File: config.mk
export PLATFORM = sky130hd
export DESIGN_NAME = pipe_hazard_ctrl
export DESIGN_NICKNAME = d
export VERILOG_FILES = /design/src/rtl/pipe_hazard_ctrl.sv
export SDC_FILE = /design/constraint.sdc
export NUM_CORES = 1
export LEC_CHECK = 0
export BUFFER_PORTS_ARGS = -buffer_cell sky130_fd_sc_hd__buf_2
export CORE_MARGIN = 10
export CORE_UTILIZATION = 50
export DETAILED_ROUTE_END_ITERATION = 16
export PLACE_DENSITY_LB_ADDON = 0.12
export SYNTH_ARGS = -nofsm -noshare
export SYNTH_HDL_FRONTEND = slang
export SYNTH_SLANG_ARGS = --single-unit
File: constraint.sdc
create_clock -name clk -period 2.6 [get_ports clk]
set_input_delay 0.13 -clock clk [delete_from_list [all_inputs] [get_ports clk]]
set_output_delay 0.13 -clock clk [all_outputs]
set_load 0.03 [all_outputs]
File: src/rtl/pipe_hazard_ctrl.sv
// In-order pipeline hazard controller: tracks the EX..WB slots, stalls on RAW hazards, flushes on taken branches.
// Optional FORWARD_EN macro enables forwarding selects so that only load-use hazards stall.
module pipe_hazard_ctrl #(
    parameter int STAGES  = 3,
    parameter int REG_AW  = 5,
    parameter int NUM_SRC = 2,
    parameter int CNT_W   = 16,
    localparam int SW     = $clog2(STAGES + 1)
) (
    input  logic                        clk,
    input  logic                        rst,
    input  logic                        id_valid,
    input  logic [REG_AW-1:0]           id_rd,
    input  logic                        id_reg_write,
    input  logic                        id_is_load,
    input  logic [NUM_SRC*REG_AW-1:0]   id_src,
    input  logic [NUM_SRC-1:0]          id_src_used,
    input  logic                        br_taken,
    input  logic                        stall_ext,
    output logic                        id_stall,
    output logic                        ex_bubble,
    output logic                        flush_ifid,
    output logic                        flush_idex,
    output logic [STAGES-1:0]           st_valid,
    output logic [STAGES*REG_AW-1:0]    st_rd,
    output logic [STAGES-1:0]           st_reg_write,
    output logic [NUM_SRC*SW-1:0]       fwd_sel,
    output logic [CNT_W-1:0]            hazard_cnt
);

    logic [STAGES-1:0]          r_valid;
    logic [STAGES*REG_AW-1:0]   r_rd;
    logic [STAGES-1:0]          r_wr;
    logic [STAGES-1:0]          r_load;
    logic [CNT_W-1:0]           r_cnt;

    logic [NUM_SRC-1:0][STAGES-1:0] w_match;
    logic                           w_raw;
    logic                           w_bubble;
    logic                           w_cnt_inc;
    logic                           w_s0_valid;
    logic [REG_AW-1:0]              w_s0_rd;
    logic                           w_s0_wr;
    logic                           w_s0_load;

    // Register 0 is hardwired, so it never creates a dependency.
    always_comb begin
        w_match = '0;
        for (int j = 0; j < NUM_SRC; j++) begin
            for (int k = 0; k < STAGES; k++) begin
                w_match[j][k] = id_src_used[j]
                              && (id_src[j*REG_AW +: REG_AW] != '0)
                              && r_valid[k] && r_wr[k]
                              && (r_rd[k*REG_AW +: REG_AW] == id_src[j*REG_AW +: REG_AW]);
            end
        end
    end

`ifdef FORWARD_EN
    // Only a load still in EX cannot be forwarded; everything else is bypassed.
    always_comb begin
        w_raw = 1'b0;
        for (int j = 0; j < NUM_SRC; j++) begin
            if (w_match[j][0] && r_load[0]) w_raw = 1'b1;
        end
        w_raw = w_raw & id_valid;
    end

    // Scan oldest to youngest so the youngest eligible writer wins.
    always_comb begin
        fwd_sel = '0;
        for (int j = 0; j < NUM_SRC; j++) begin
            for (int k = STAGES - 1; k >= 0; k--) begin
                if (w_match[j][k] && !(k == 0 && r_load[0])) begin
                    fwd_sel[j*SW +: SW] = SW'(k + 1);
                end
            end
        end
    end
`else
    // Without bypassing, any in-flight writer must retire past WB first.
    always_comb begin
        w_raw   = id_valid & (|w_match);
        fwd_sel = '0;
    end
`endif

    always_comb begin
        id_stall   = stall_ext | (w_raw & ~br_taken);
        w_bubble   = ~stall_ext & (br_taken | w_raw);
        w_cnt_inc  = ~stall_ext & ~br_taken & w_raw;
        ex_bubble  = w_bubble;
        flush_ifid = ~stall_ext & br_taken;
        flush_idex = ~stall_ext & br_taken;

        w_s0_valid = id_valid & ~w_bubble;
        w_s0_rd    = w_bubble ? '0 : id_rd;
        w_s0_wr    = id_reg_write & w_s0_valid;
        w_s0_load  = id_is_load & w_s0_valid;
    end

    always_ff @(posedge clk or negedge rst) begin
        if (!rst) begin
            r_valid <= '0;
            r_rd    <= '0;
            r_wr    <= '0;
            r_load  <= '0;
            r_cnt   <= '0;
        end else if (!stall_ext) begin
            r_valid <= {r_valid[STAGES-2:0], w_s0_valid};
            r_rd    <= {r_rd[(STAGES-1)*REG_AW-1:0], w_s0_rd};
            r_wr    <= {r_wr[STAGES-2:0], w_s0_wr};
            r_load  <= {r_load[STAGES-2:0], w_s0_load};
            if (w_cnt_inc && (r_cnt != '1)) begin
                r_cnt <= r_cnt + 1'b1;
            end
        end
    end

    assign st_valid     = r_valid;
    assign st_rd        = r_rd;
    assign st_reg_write = r_wr & r_valid;
    assign hazard_cnt   = r_cnt;

endmodule

==> metrics.txt <==
Ant. Diodes 0; PD cells 559 mW/mm^2; Mapped Cells approximately 190; RSZ-0062 raised after global routing no; Crit path buffers/inverters 1; worst endpoint data arrival time 2.24 ns; Chip Height 84.6 um; Post-synth EDFFs 0; Worst Path Max Fanout 7; Worst Hold End st_rd[3]; DRT iter0 DRCs 54; Yosys top cell by area dfrtp_1; worst-skew pair later-pin latency about 0.29 ns; final worst slack 0.230 ns; pin count of the biggest net entering global routing 38; Clock Tree Buf Depth 2; Seq/Total Area, Yosys 0.443; f_max 422 MHz; fillers around 350; Setup crit start kind register; R2R Path End hazard_cnt[9]; Die Width 84.6 um; min-delay worst type in2reg; clk root buf clkbuf_8; flop2flop setup slack 0.42 ns; Max-slew headroom 0.457; Row Count 23; status completed; Leak 1.34 nW; fraction of layout cells with a size suffix above 1 0.381; synth top area cells dfrtp_1 44%, xor2_1 10%, xnor2_1 8.8%, mux2_2 8.1%, o211ai_1 3.6%; Crit path max-delay family compound AO/OA/AOI/OAI gates; Max Clock Skew 0.00918 ns; GRT Util Overall 0.140; DR pass1 iterations 2; max incr delay on CP 0.44 ns; final period demand of the worst path about 2.4 ns; clock sink count 37; Post-DP HPWL approximately 3.8 mm; DR WL/cell 16.4 um; worst hold stages 2; max-cap violation count 0; Critical Path Slowest Stage Cell dfrtp_1; die area 0.00716 mm^2; post-synthesis cell type count 31; Ys Warns 0; peak supply drop 0.400 mV; Setup TNS 0 ns; WS Path Type reg2out; initial antenna violation count 0; total gr overflow 0; Vias/cell between 5 and 6; number of I/O pins between 60 and 70; WL final roughly 5 mm; Hold Crit Start id_rd[3]; post-route antenna net violation count 0; DP Worst Slack 0.371 ns; Synth Area per Inst around 11 um^2; worst-path cell chain xor2_1, nor4_1, nand3_1, a31oi_4, o21ai_2, a21oi_1, buf_2; final setup fails 0; worst-case reg-to-reg path depth 8; Req. time, crit path about 2.5 ns; Nets 281; I/O Buffers between 60 and 70; vias in the first global route 1709; synthesized area approximately 0.0021 mm^2; final hold violations 0; r2r startpoint st_rd[14]; DRC errors left 0; Final Cycle Share 0.911; Yosys top cell area share 0.443; first-pass GRT wire length 8.41 mm; CTS HTree Levels 2; Tightest Pin Transition 0.814 ns; Placeable Area a little over 0.004 mm^2; Initial Util 0.519; P&R area growth vs syn 24.3%; number of buffers created by CTS 5; CTS clk-pin slew, worst paths around 0.08 ns; Synth Flop Type dfrtp_1; TritonCTS clock tree built; flops & latches, synth 37; commonest non-fill, non-tap cell in the layout buf_2; Post-synth ARST share 1.00; Final Slew Violations 0; GPL Wtd Cong 0.849; DR vias between 1500 and 2000; most frequent cells in the layout 63 x buf_2, 37 x dfrtp_1, 24 x xor2_1, 21 x xnor2_1, 15 x mux2_2; endpoint type of the worst setup path output port
Yosys cell counts, drive strengths merged, types with 2 or more instances:
| library cell | n |
|---|---|
| dfrtp | 37 |
| xor2 | 24 |
| xnor2 | 21 |
| mux2 | 15 |
| o211ai | 10 |
| and3 | 9 |
| buf | 9 |
| nand3 | 7 |
| a32o | 6 |
| nand2 | 6 |
| nor4 | 6 |
| nor2 | 5 |
| inv | 4 |
| o2111ai | 4 |
| o21ai | 4 |
| clkbuf | 3 |
| a31oi | 2 |
| and2 | 2 |
| and4 | 2 |
| or4 | 2 |
stage by stage:
| stage | util | hold slack [ns] | std cells | instance area, um^2 | total power, W |
|---|---|---|---|---|---|
| floorplan | - | -0.166 | 188 | 2100 | 0.000852 |
| global placement | 0.602 | 0.271 | 292 | 2420 | 0.000947 |
| detailed placement | 0.602 | 0.281 | 292 | 2420 | 0.000950 |
| CTS | 0.633 | 0.0764 | 301 | 2550 | 0.00147 |
| global route | 0.644 | 0.0720 | 307 | 2600 | 0.00152 |
| finish | 0.644 | 0.0802 | 307 | 2600 | 0.00145 |
cell families (layout without fill, tap and decap cells):
group	count (synthesis)	in the layout	share of synthesized area
AO/OA/AOI/OAI	29	29	0.127
XOR/XNOR	45	45	0.189
adder cells (fa/ha/maj)	1	1	0.00599
buffers and inverters	16	85	0.0437
flip-flops	37	37	0.443
multiplexers	15	15	0.0808
other	1	4	0.00179
AND/OR/NAND/NOR	41	41	0.109
sequential cells by signal (all words and copies together), names as in the netlist:
| register | count |
|---|---|
| r_wr | 3 |
| hazard_cnt | 16 |
| st_valid | 3 |
| st_rd | 15 |
area by class of cell:
cell class / count / area, um^2 / share of cell area
repair buffers: 73 / 393 / 0.151
well taps: 50 / 62.6 / 0.0241
flip-flops and latches: 37 / 926 / 0.357
inverters: 4 / 15.0 / 0.00578
multi-input cells: 135 / 1080 / 0.417
clock buffers: 7 / 86.3 / 0.0333
clock inverters: 1 / 30.0 / 0.0116
metal layers:
metal / vias up / routed length [um] / track usage
li1: 799 / - / -
met1: 812 / 2190 / 0.159
met2: 42 / 2390 / 0.232
met3: 5 / 387 / 0.0560
met4: 0 / 67 / 0.0539
met5: - / 0 / 0
power breakdown:
group          switching [W]  leakage [nW]  internal, W
logic               0.000173         0.778     0.000106
clock network       0.000204        0.0585     0.000313
registers          0.0000466         0.499     0.000610
worst max-delay path by stage:
stage               slack, ns         to  depth (start not counted)       from
detailed placement       0.37  ex_bubble                          7   st_rd[9]
finish                   0.23  ex_bubble                          7   st_rd[8]
CTS                      0.03  ex_bubble                          7   st_rd[9]
global placement         0.38  ex_bubble                          7   st_rd[8]
global route             0.04  ex_bubble                          7  st_rd[11]
floorplan                0.32   id_stall                          7   st_rd[8]
what timing repair did:
item	CTS	global route
setup buffers	0	6
endpoints found under the setup margin	0	2
hold buffers	1	0
hold endpoints to repair	37	0
gates resized for setup	0	0
Power figures use the tool's default switching activity.
